## src/rtl/regfile_dump_pkg.sv

```systemverilog
// Shared types and helpers for the register-file dump reader.
package regfile_dump_pkg;

  typedef enum logic [2:0] {
    IDLE,
    LOAD,
    HDR,
    B0,
    B1,
    B2,
    B3,
    DONE
  } dump_state_e;

  localparam logic [2:0]  HDR_TAG_DEFAULT = 3'b101;
  localparam int unsigned BYTES_PER_REG   = 4;

  function automatic logic [7:0] hdr_byte(input logic [2:0] tag, input logic [4:0] idx);
    return {tag, idx};
  endfunction

endpackage

```

## src/rtl/regfile_dump_reader_serializer.sv

```systemverilog
// Holds the captured register value and presents its bytes LSB first.
module word_byte_serializer
  import regfile_dump_pkg::*;
(
  input  logic        clk,
  input  logic        reset,
  input  logic        load,
  input  logic [31:0] word,
  input  logic [1:0]  sel,
  input  logic        valid,
  input  logic        ready,
  output logic [7:0]  data,
  output logic        last
);

  logic [31:0] shadow;

  always_ff @(posedge clk or posedge reset) begin
    if (reset) begin
      shadow <= '0;
    end else if (load) begin
      shadow <= word;
    end
  end

  always_comb begin
    data = '0;
    case (sel)
      2'd0: data = shadow[7:0];
      2'd1: data = shadow[15:8];
      2'd2: data = shadow[23:16];
      2'd3: data = shadow[31:24];
      default: data = '0;
    endcase
    last = valid && ready && (sel == 2'(BYTES_PER_REG - 1));
  end

endmodule

```

## src/rtl/regfile_dump_reader.sv

```systemverilog
// Walks a register range through one read port and streams each value
// as an optional header byte followed by four data bytes.
module regfile_dump_reader
  import regfile_dump_pkg::*;
#(
  parameter int unsigned FIRST_REG = 0,
  parameter int unsigned LAST_REG  = 31,
  parameter int unsigned HEADER_EN = 1,
  parameter logic [2:0]  HDR_TAG   = HDR_TAG_DEFAULT
) (
  input  logic        clk,
  input  logic        reset,
  input  logic        start,
  input  logic        abort,
  output logic        busy,
  output logic        done,
  output logic [4:0]  rf_addr,
  input  logic [31:0] rf_data,
  output logic [7:0]  tx_data,
  output logic        tx_valid,
  input  logic        tx_ready
);

  if (!(FIRST_REG <= LAST_REG && LAST_REG <= 31 && HEADER_EN <= 1)) begin : g_param_check
    $fatal(1, "regfile_dump_reader: illegal FIRST_REG/LAST_REG/HEADER_EN");
  end

  localparam logic [4:0] FIRST_IDX = 5'(FIRST_REG);
  localparam logic [4:0] LAST_IDX  = 5'(LAST_REG);

  dump_state_e state_q, state_d;
  logic [4:0]  idx;
  logic [1:0]  sel;
  logic        byte_phase;
  logic        fire;
  logic [7:0]  ser_data;
  logic        ser_last;

  // idx doubles as the registered read address, so rf_data is settled in LOAD
  assign rf_addr = idx;

  always_comb begin
    sel        = 2'd0;
    byte_phase = 1'b0;
    case (state_q)
      B0: begin sel = 2'd0; byte_phase = 1'b1; end
      B1: begin sel = 2'd1; byte_phase = 1'b1; end
      B2: begin sel = 2'd2; byte_phase = 1'b1; end
      B3: begin sel = 2'd3; byte_phase = 1'b1; end
      default: ;
    endcase
  end

  word_byte_serializer u_ser (
    .clk   (clk),
    .reset (reset),
    .load  (state_q == LOAD),
    .word  (rf_data),
    .sel   (sel),
    .valid (byte_phase),
    .ready (tx_ready),
    .data  (ser_data),
    .last  (ser_last)
  );

  always_comb begin
    tx_valid = byte_phase || (state_q == HDR);
    tx_data  = '0;
    if (state_q == HDR) begin
      tx_data = hdr_byte(HDR_TAG, idx);
    end else if (byte_phase) begin
      tx_data = ser_data;
    end
    busy = tx_valid || (state_q == LOAD);
    done = (state_q == DONE);
    fire = tx_valid && tx_ready;
  end

  always_comb begin
    state_d = state_q;
    case (state_q)
      IDLE: if (start) state_d = LOAD;
      LOAD: state_d = (HEADER_EN != 0) ? HDR : B0;
      HDR:  if (fire) state_d = B0;
      B0:   if (fire) state_d = B1;
      B1:   if (fire) state_d = B2;
      B2:   if (fire) state_d = B3;
      B3:   if (ser_last) state_d = (idx == LAST_IDX) ? DONE : LOAD;
      DONE: state_d = IDLE;
      default: state_d = IDLE;
    endcase
    // abort wins over start and over a same-cycle handshake
    if (abort) state_d = IDLE;
  end

  always_ff @(posedge clk or posedge reset) begin
    if (reset) begin
      state_q <= IDLE;
    end else begin
      state_q <= state_d;
    end
  end

  always_ff @(posedge clk or posedge reset) begin
    if (reset) begin
      idx <= FIRST_IDX;
    end else if (!abort) begin
      if (state_q == IDLE && start) begin
        idx <= FIRST_IDX;
      end else if (ser_last && idx != LAST_IDX) begin
        idx <= idx + 5'd1;
      end
    end
  end

endmodule

```

## config.mk

```make
export PLATFORM = sky130hd
export DESIGN_NAME = regfile_dump_reader
export DESIGN_NICKNAME = d
export VERILOG_FILES = /design/src/rtl/regfile_dump_pkg.sv /design/src/rtl/regfile_dump_reader_serializer.sv /design/src/rtl/regfile_dump_reader.sv
export SDC_FILE = /design/constraint.sdc
export NUM_CORES = 1
export LEC_CHECK = 0
export CAP_MARGIN = 40
export CORE_ASPECT_RATIO = 0.9
export CORE_MARGIN = 4
export CORE_UTILIZATION = 39
export DETAILED_ROUTE_END_ITERATION = 12
export PLACE_DENSITY = 0.77
export RECOVER_POWER = 25
export SYNTH_ARGS = -nofsm -noshare
export SYNTH_HDL_FRONTEND = slang
export SYNTH_SLANG_ARGS = --single-unit
```

## constraint.sdc

```tcl
create_clock -name clk -period 2.6 [get_ports clk]
set_clock_uncertainty 0.1 [all_clocks]
set_input_delay 0.52 -clock clk [delete_from_list [all_inputs] [get_ports clk]]
set_output_delay 0.52 -clock clk [all_outputs]
set_load 0.01 [all_outputs]
```

==> results of run 1 <==
-- sequential cells by signal, summed over array words and instances, names as in the netlist --
name          flops
rf_addr           5
u_ser.shadow     32
state_q           3
-- kinds of logic after synthesis --
logic type / synth area share [%]
fa+ha+maj: 1.250
buf+inv: 4.437
simple gates: 9.751
xor+xnor: 0.4376
mux: 24.44
flops: 50.00
compound gates: 9.688
-- cell usage in the layout (no fill, tap or decap), drive strengths merged, types with 5 or more instances in the layout --
cell,instances
buf,5
clkbuf,7
clkdlybuf4s50,46
dfrtp,40
inv,5
mux2,31
mux2i,14
nand2,10
nor2,6
nor2b,6
o21ai,14
o2bb2ai,5
-- area by class of cell --
| cell class | instances | area share [%] |
|---|---|---|
| clock buffer | 6 | 3.057 |
| clock inverter | 2 | 0.3705 |
| inverter | 5 | 0.6948 |
| multi-input combinational | 114 | 34.14 |
| sequential | 40 | 37.15 |
| tap | 65 | 3.011 |
| timing repair buffer | 58 | 21.58 |
-- report_power, final --
part	switching (mW)	leakage (nW)	internal, mW
sequential	0.0934	0.485	0.805
combinational	0.164	0.645	0.272
clock	0.214	0.0510	0.212
-- routing by layer --
metal,up-vias,track usage [%]
met5,-,0
met4,0,4.823
met3,5,5.405
met2,41,21.15
met1,672,18.56
li1,714,-
-- stage by stage --
stage | power (mW) | utilization [%]
finish | 1.761 | 55.19
global route | 1.872 | 55.19
floorplan | 1.197 | -
global placement | 1.331 | 52.68
detailed placement | 1.351 | 52.68
CTS | 1.789 | 54.91
-- critical path, delay by kind of cell (launching register included) --
kind	cells	cell delay, ns
buffers and inverters	2	0.68
AND/OR/NAND/NOR	3	0.51
flip-flops	1	0.41
-- path summary, 6_finish.rpt --
path | endpoint | slack [ns] | cells past startpoint
max | busy | 0.09 | 5
min | u_ser.shadow[1]$_DFFE_PP0P_ | 0.39 | 1
max reg2reg | rf_addr[0]$_DFFE_PP0P_ | 0.44 | 7
min reg2reg | u_ser.shadow[1]$_DFFE_PP0P_ | 0.39 | 1
max in group asynchronous | state_q[0]$_DFFE_PP0P_ | 0.86 | 3
min in group asynchronous | u_ser.shadow[9]$_DFFE_PP0P_ | 0.86 | 3
==> impl_metrics.env, run 1 <==
export IMPL_numCtsBuffers=5
export IMPL_arrival_ns=1.89
export IMPL_synth_top_area_share_pct=50.00
export IMPL_hold_viol=0
export IMPL_routed_wl_mm=4.287
export IMPL_synth_cells=170
export IMPL_synth_distinct_cells=30
export IMPL_powerDensity_nw_per_um2=651.8
export IMPL_cts_tree="yes"
export IMPL_finalNonFillerCells=290
export IMPL_die_w_um=83.52
export IMPL_tightest_slew_ns=0.9861
export IMPL_max_cap_violations=0
export IMPL_synth_fp_nets=209
export IMPL_grt_start_max_net_pins=41
export IMPL_hpwl_mm=3.081
export IMPL_rows=24
export IMPL_worstReg2RegStart="rf_addr[0]$_DFFE_PP0P_"
export IMPL_ys_seq_area_share_pct=50.00
export IMPL_viasPerCell=4.938
export IMPL_post_cts_setup_buffers=0
export IMPL_critPathKind="flip-flop to primary output"
export IMPL_path_clk_slew_ns=0.08
export IMPL_fin_area_um2=2701
export IMPL_seqCellArea_um2=1003
export IMPL_yosys_cell_count_top_type="dfrtp_1"
export IMPL_drt_wirelength_per_cell_um=14.78
export IMPL_grt_util_all_layers_pct=14.05
export IMPL_route_met2_wl_mm=1.961
export IMPL_setup_tns_ns=0
export IMPL_startpoint="state_q[2]$_DFFE_PP0P_"
export IMPL_cp_start_kind="flip-flop"
export IMPL_fin_hold_ws_ns=0.3947
export IMPL_syn_cell_area_um2=2002
export IMPL_cts_buffer_depth=2
export IMPL_hold_class="flip-flop to flip-flop"
export IMPL_setup_viol=0
export IMPL_yosysWarnings=0
export IMPL_status="finished, final reports clean"
export IMPL_dp_slack_ns=0.1531
export IMPL_placed_area_um2=2579
export IMPL_core_area_um2=4895
export IMPL_p_leak_nw=1.181
export IMPL_holdBufCountCts=0
export IMPL_synth_edf_count=0
export IMPL_crit_chain="buf_8 -> and3_1 -> nor2_1 -> or2_2 -> clkdlybuf4s50_1"
export IMPL_slowest_delay_ns=0.48
export IMPL_ios=53
export IMPL_clock_latency_ns=0.29
export IMPL_final_layout_size_suffix_gt1_share_pct=22.67
export IMPL_grt_pass1_wl_mm=7.176
export IMPL_gr_total_overflow=0
export IMPL_die_y_um=75.97
export IMPL_rsz0062_at_grt="true"
export IMPL_initial_core_util_pct=40.90
export IMPL_yosys_most_used_dff="dfrtp_1"
export IMPL_place_congestion=0.7487
export IMPL_setup_slack_ns=0.08556
export IMPL_diodes=0
export IMPL_fillers=433
export IMPL_dieArea_um2=6345
export IMPL_min_period_ns=2.514
export IMPL_worstPathMaxFanout=20
export IMPL_drt_iter0_drc=27
export IMPL_grt_pass1_vias=1498
export IMPL_peakVddDrop_mv=0.3936
export IMPL_synth_largest_area_cell="dfrtp_1"
export IMPL_syn_area_per_cell_um2=11.78
export IMPL_async_flop_share_pct=100.0
export IMPL_synth_common_cells="dfrtp_1 (40), mux2_2 (30), mux2i_1 (14), o21ai_0 (14), nand2_1 (10)"
export IMPL_final_max_slew_viol_count=0
export IMPL_end_kind="primary output"
export IMPL_wl_met3_um=275
export IMPL_cts_root_buf="clkbuf_8"
export IMPL_min_delay_start="u_ser.shadow[1]$_DFFE_PP0P_"
export IMPL_ys_top_cells_by_area="dfrtp_1 (50%), mux2_2 (17%), mux2i_1 (7.0%)"
export IMPL_antenna_left=0
export IMPL_place_port_buffers=52
export IMPL_maxSlewHeadroom_pct=34.26
export IMPL_drc=0
export IMPL_topRoutingLayerUsed="met4"
export IMPL_area_growth_synth_to_final_pct=34.94
export IMPL_cts_sinks=40
export IMPL_cts_htree_levels=2
export IMPL_wl_met1_mm=1.991
export IMPL_cts_resized=6
export IMPL_layout_nets=263
export IMPL_clock_fmax_ghz=0.3977
export IMPL_critical_path_slowest_cell="clkdlybuf4s50_1"
export IMPL_crit_required_ns=1.98
export IMPL_fin_crit_sh_pct=96.71
export IMPL_multi_input_area_um2=922.1
export IMPL_firstDrtPassIters=4
export IMPL_synth_seq_cells=40
export IMPL_dp_cells=282
export IMPL_via_count=1432
export IMPL_antenna_found_initial=0
Power figures use the tool's default switching activity.
==> run 2, diff against run 1 <==
--- a/config.mk
+++ b/config.mk
@@ -10,6 +10,7 @@
 export CORE_MARGIN = 4
 export CORE_UTILIZATION = 39
 export DETAILED_ROUTE_END_ITERATION = 12
+export MAX_ROUTING_LAYER = met4
 export PLACE_DENSITY = 0.77
 export RECOVER_POWER = 25
 export SYNTH_ARGS = -nofsm -noshare
==> run 2 against run 1 <==
  * Power about the same
  * Sequential cell count unchanged
  * Via count increased by 0.84%
  * Critical path type unchanged
  * Critical endpoint unchanged
  * Sequential power about the same
  * Die area unchanged
  * Clock power about the same
  * Register-to-register slack about the same
  * Non-clock buffer count unchanged
==> impl_metrics.env, run 2 (synthesis results as in run 1) <==
export IMPL_max_cap_violations=0
export IMPL_grt_pass1_wl_mm=7.176
export IMPL_grt_start_max_net_pins=41
export IMPL_critPathCapture="busy"
export IMPL_ios=53
export IMPL_maxSlewHeadroom_pct=33.91
export IMPL_viasPerCell=4.979
export IMPL_hold_viol=0
export IMPL_regMostFlops="u_ser.shadow"
export IMPL_drt_wirelength_per_cell_um=14.83
export IMPL_die_y_um=75.97
export IMPL_clock_fmax_ghz=0.3973
export IMPL_rows=24
export IMPL_layout_nets=263
export IMPL_drt_iter0_drc=42
export IMPL_final_layout_size_suffix_gt1_share_pct=22.67
export IMPL_cts_tree="yes"
export IMPL_largest_reg_flops=32
export IMPL_timing_reg2reg_setup_slack_ns=0.44
export IMPL_clock_latency_ns=0.29
export IMPL_tightest_slew_ns=0.9914
export IMPL_area_growth_synth_to_final_pct=34.94
export IMPL_hpwl_mm=3.081
export IMPL_routed_wl_mm=4.301
export IMPL_crit_chain="buf_8 -> and3_1 -> nor2_1 -> or2_2 -> clkdlybuf4s50_1"
export IMPL_powerDensity_nw_per_um2=652.3
export IMPL_place_port_buffers=52
export IMPL_arrival_ns=1.90
export IMPL_antenna_found_initial=0
export IMPL_grt_util_all_layers_pct=14.45
export IMPL_die_w_um=83.52
export IMPL_path_clk_slew_ns=0.08
export IMPL_peakVddDrop_mv=0.3939
export IMPL_firstDrtPassIters=4
export IMPL_hold_class="flip-flop to flip-flop"
export IMPL_holdBufCountCts=0
export IMPL_setup_viol=0
export IMPL_worstReg2RegStart="rf_addr[0]$_DFFE_PP0P_"
export IMPL_initial_core_util_pct=40.90
export IMPL_final_util_pct=55.19
export IMPL_grt_pass1_vias=1500
export IMPL_multi_input_area_um2=922.1
export IMPL_place_congestion=0.7582
export IMPL_critical_path_slowest_cell="clkdlybuf4s50_1"
export IMPL_final_max_slew_viol_count=0
export IMPL_gr_total_overflow=0
export IMPL_core_area_um2=4895
export IMPL_crit_required_ns=1.98
export IMPL_diodes=0
export IMPL_cts_htree_levels=2
export IMPL_worst_r2r_path_depth=7
export IMPL_via_count=1444
export IMPL_cts_buffer_depth=2
export IMPL_end_kind="primary output"
export IMPL_dieArea_um2=6345
export IMPL_final_cell_mix="clkdlybuf4s50_1 (46), dfrtp_1 (38), mux2_2 (30)"
export IMPL_fin_crit_sh_pct=96.80
export IMPL_slowest_delay_ns=0.48
export IMPL_fillers=433
export IMPL_setup_tns_ns=0
export IMPL_cp_start_kind="flip-flop"
export IMPL_r2r_end="rf_addr[0]$_DFFE_PP0P_"
export IMPL_min_period_ns=2.517
export IMPL_cts_root_buf="clkbuf_8"
export IMPL_startpoint="state_q[2]$_DFFE_PP0P_"
export IMPL_cts_sinks=40
export IMPL_status="finished, final reports clean"
export IMPL_drc=0
export IMPL_critPathKind="flip-flop to primary output"
export IMPL_antenna_left=0
export IMPL_mostFrequentLayoutCell="clkdlybuf4s50_1"
export IMPL_numCtsBuffers=5
export IMPL_worstPathMaxFanout=20
export IMPL_p_leak_nw=1.181
export IMPL_rsz0062_at_grt="true"
export IMPL_seqCellArea_um2=1003
## run 2: how the worst min path moves through the flow
stage	start	endpoint	slack, ns	depth (start not counted)
after floorplan	u_ser.shadow[1]$_DFFE_PP0P_	u_ser.shadow[1]$_DFFE_PP0P_	0.36	1
after global placement	u_ser.shadow[1]$_DFFE_PP0P_	u_ser.shadow[1]$_DFFE_PP0P_	0.38	1
after detailed placement	u_ser.shadow[1]$_DFFE_PP0P_	u_ser.shadow[1]$_DFFE_PP0P_	0.38	1
after CTS	u_ser.shadow[1]$_DFFE_PP0P_	u_ser.shadow[1]$_DFFE_PP0P_	0.40	1
after global routing	u_ser.shadow[12]$_DFFE_PP0P_	u_ser.shadow[12]$_DFFE_PP0P_	0.42	1
final	u_ser.shadow[1]$_DFFE_PP0P_	u_ser.shadow[1]$_DFFE_PP0P_	0.40	1
## run 2: cell type report
type                            instances  area share [%]
Sequential cell                        40           37.15
Clock buffer                            6           3.057
Multi-Input combinational cell        114           34.14
Timing Repair Buffer                   58           21.58
Clock inverter                          2          0.3705
Tap cell                               65           3.011
Inverter                                5          0.6948
## run 2: where the power goes
part / switching (mW) / internal (mW)
registers: 0.0937 / 0.805
clock network: 0.215 / 0.212
logic: 0.165 / 0.272
total: 0.473 / 1.29
## run 2: layer usage
metal	part of all wire [%]	track usage, %	vias to the layer above
met4	1.4	4.823	0
li1	-	-	713
met2	46	21.15	41
met5	0	-	-
met3	5.8	5.081	5
met1	47	18.76	685
## run 2: critical path, delay by kind of cell, from the launching register on
kind,cells,cell delay [ns]
buf+inv,2,0.68
simple gates,3,0.51
flops,1,0.41
## run 2: timing repair
| action | in CTS | in global routing |
|---|---|---|
| endpoints found under the setup margin | 7 | 7 |
| gates resized for setup | 6 | 8 |
| buffers inserted | 0 | 0 |
## run 2: per-stage QoR
step	hold slack, ns	area [µm²]	total power [mW]	setup WS (ns)	cells
after floorplan	0.3580	2002	1.197	0.6331	170
after global placement	0.3752	2579	1.331	0.1899	282
after detailed placement	0.3774	2579	1.351	0.1531	282
after CTS	0.3957	2688	1.789	0.003731	290
after global routing	0.4208	2701	1.870	-0.00003175	290
final	0.3963	2701	1.762	0.08329	290
==> run 3, diff against run 2 <==
--- a/config.mk
+++ b/config.mk
@@ -6,12 +6,11 @@
 export NUM_CORES = 1
 export LEC_CHECK = 0
 export CAP_MARGIN = 40
-export CORE_ASPECT_RATIO = 0.9
 export CORE_MARGIN = 4
 export CORE_UTILIZATION = 39
 export DETAILED_ROUTE_END_ITERATION = 12
 export MAX_ROUTING_LAYER = met4
-export PLACE_DENSITY = 0.77
+export PLACE_DENSITY = 0.68
 export RECOVER_POWER = 25
 export SYNTH_ARGS = -nofsm -noshare
 export SYNTH_HDL_FRONTEND = slang
==> run 3 against run 2 <==
  * Global-route usage grew 0.23 points
  * Cell area increased by 2.2%
  * Highest routed layer unchanged
  * Critical endpoint is now tx_data[2]
  * Non-clock buffer count is 2 higher
==> impl_metrics.env, run 3 (synthesis results as in run 1) <==
export IMPL_status="finished, final reports clean"
export IMPL_rows=25
export IMPL_grt_start_max_net_pins=41
export IMPL_combPwrFrac_pct=23.2
export IMPL_initial_core_util_pct=41.29
export IMPL_grt_pass1_vias=1446
export IMPL_pwr_share_seq_pct=47.6
export IMPL_mostFrequentLayoutCell="clkdlybuf4s50_1"
export IMPL_slowest_delay_ns=0.56
export IMPL_fin_area_um2=2761
export IMPL_end_kind="primary output"
export IMPL_placed_area_um2=2596
export IMPL_clock_latency_ns=0.29
export IMPL_layout_nets=265
export IMPL_setup_slack_ns=0.09155
export IMPL_drt_wirelength_per_cell_um=14.71
export IMPL_fin_crit_sh_pct=96.48
export IMPL_p_leak_nw=1.218
export IMPL_p_clk_share_pct=29.3
export IMPL_cts_sinks=40
export IMPL_clock_fmax_ghz=0.3987
export IMPL_final_layout_size_suffix_gt1_share_pct=24.23
export IMPL_die_w_um=79.65
export IMPL_ios=53
export IMPL_antenna_left=0
export IMPL_setup_tns_ns=0
export IMPL_antenna_found_initial=0
export IMPL_drc=0
export IMPL_worstPathMaxFanout=5
export IMPL_peakVddDrop_mv=0.4562
export IMPL_hold_class="flip-flop to flip-flop"
export IMPL_grt_pass1_wl_mm=7.017
export IMPL_critPathTopFamily="buffers and inverters"
export IMPL_die_y_um=79.65
export IMPL_arrival_ns=1.89
export IMPL_final_max_slew_viol_count=0
export IMPL_core_area_um2=4848
export IMPL_holdBufCountCts=0
export IMPL_gr_total_overflow=0
export IMPL_tightest_slew_ns=0.9814
export IMPL_dieArea_um2=6343
export IMPL_critical_path_slowest_cell="clkdlybuf4s50_1"
export IMPL_powerDensity_nw_per_um2=684.4
export IMPL_cp_start_kind="flip-flop"
export IMPL_numCtsBuffers=5
export IMPL_cts_htree_levels=2
export IMPL_final_util_pct=56.95
export IMPL_regMostFlops="u_ser.shadow"
export IMPL_routed_wl_mm=4.325
export IMPL_drt_iter0_drc=66
export IMPL_crit_chain="buf_4 -> mux2i_1 -> o21ai_0 -> o2bb2ai_1 -> clkdlybuf4s50_1"
export IMPL_internal_power_mw=1.418
export IMPL_crit_buf_inv=2
export IMPL_firstDrtPassIters=4
export IMPL_dp_slack_ns=0.2205
export IMPL_viasPerCell=4.935
export IMPL_timing_reg2reg_setup_slack_ns=0.49
export IMPL_cts_tree="yes"
export IMPL_via_count=1451
export IMPL_switching_share_pct=24.97
export IMPL_p_sw_mw=0.4720
export IMPL_crit_required_ns=1.98
export IMPL_max_cap_violations=0
export IMPL_setup_viol=0
export IMPL_critPathKind="flip-flop to primary output"
export IMPL_fin_hold_ws_ns=0.3956
export IMPL_path_clk_slew_ns=0.08
export IMPL_final_cell_mix="clkdlybuf4s50_1 (46), dfrtp_1 (38), mux2_2 (30)"
export IMPL_area_growth_synth_to_final_pct=37.94
export IMPL_min_period_ns=2.508
export IMPL_cts_buffer_depth=2
export IMPL_diodes=0
export IMPL_place_congestion=0.7673
export IMPL_place_port_buffers=52
export IMPL_post_cts_setup_buffers=0
export IMPL_cts_root_buf="clkbuf_8"
export IMPL_hold_viol=0
export IMPL_largest_reg_flops=32
export IMPL_maxSlewHeadroom_pct=34.58
export IMPL_grt_util_all_layers_pct=14.68
export IMPL_hpwl_mm=3.121
run 3: what timing repair did:
action	CTS	global route
cloned	0	0
setup endpoints to repair	6	8
resized for setup	2	15
run 3: worst paths after layout:
path / to / depth (start not counted) / start
min in group asynchronous: u_ser.shadow[10]$_DFFE_PP0P_ / 3 / reset
hold reg to reg: u_ser.shadow[1]$_DFFE_PP0P_ / 1 / u_ser.shadow[1]$_DFFE_PP0P_
max in group asynchronous: state_q[0]$_DFFE_PP0P_ / 3 / reset
setup reg to reg: rf_addr[0]$_DFFE_PP0P_ / 7 / rf_addr[0]$_DFFE_PP0P_
hold / removal: u_ser.shadow[1]$_DFFE_PP0P_ / 1 / u_ser.shadow[1]$_DFFE_PP0P_
setup / recovery: tx_data[2] / 5 / state_q[2]$_DFFE_PP0P_
run 3: power groups by stage:
stage | Sequential [mW] | Clock [mW] | Combinational [mW]
2_1_floorplan | 0.879 | 0 | 0.318
3_3_place_gp | 0.907 | 0 | 0.434
3_5_place_dp | 0.911 | 0 | 0.441
4_1_cts | 0.900 | 0.563 | 0.443
5_1_grt | 0.927 | 0.598 | 0.484
6_report | 0.899 | 0.553 | 0.438
run 3: area by class of cell:
| cell class | count | area (µm²) |
|---|---|---|
| clock buffer | 7 | 96.34 |
| inverter | 5 | 18.77 |
| tap | 67 | 83.83 |
| timing repair buffer | 60 | 601.8 |
| clock inverter | 1 | 30.03 |
| multi-input combinational | 114 | 927.1 |
| sequential | 40 | 1003 |
| fill | 441 | 2087 |
run 3: through the flow:
stage	power (mW)	instances
after detailed placement	1.352	286
after global placement	1.341	286
final	1.890	294
after CTS	1.906	294
after floorplan	1.197	170
after global routing	2.009	294
run 3: per-layer routing:
layer / track usage (%) / wire (µm) / share of wire, %
met3: 4.628 / 223 / 5.2
met1: 19.35 / 2076 / 48
met2: 22.04 / 1993 / 46
met4: 3.608 / 31 / 0.72
met5: - / 0 / 0
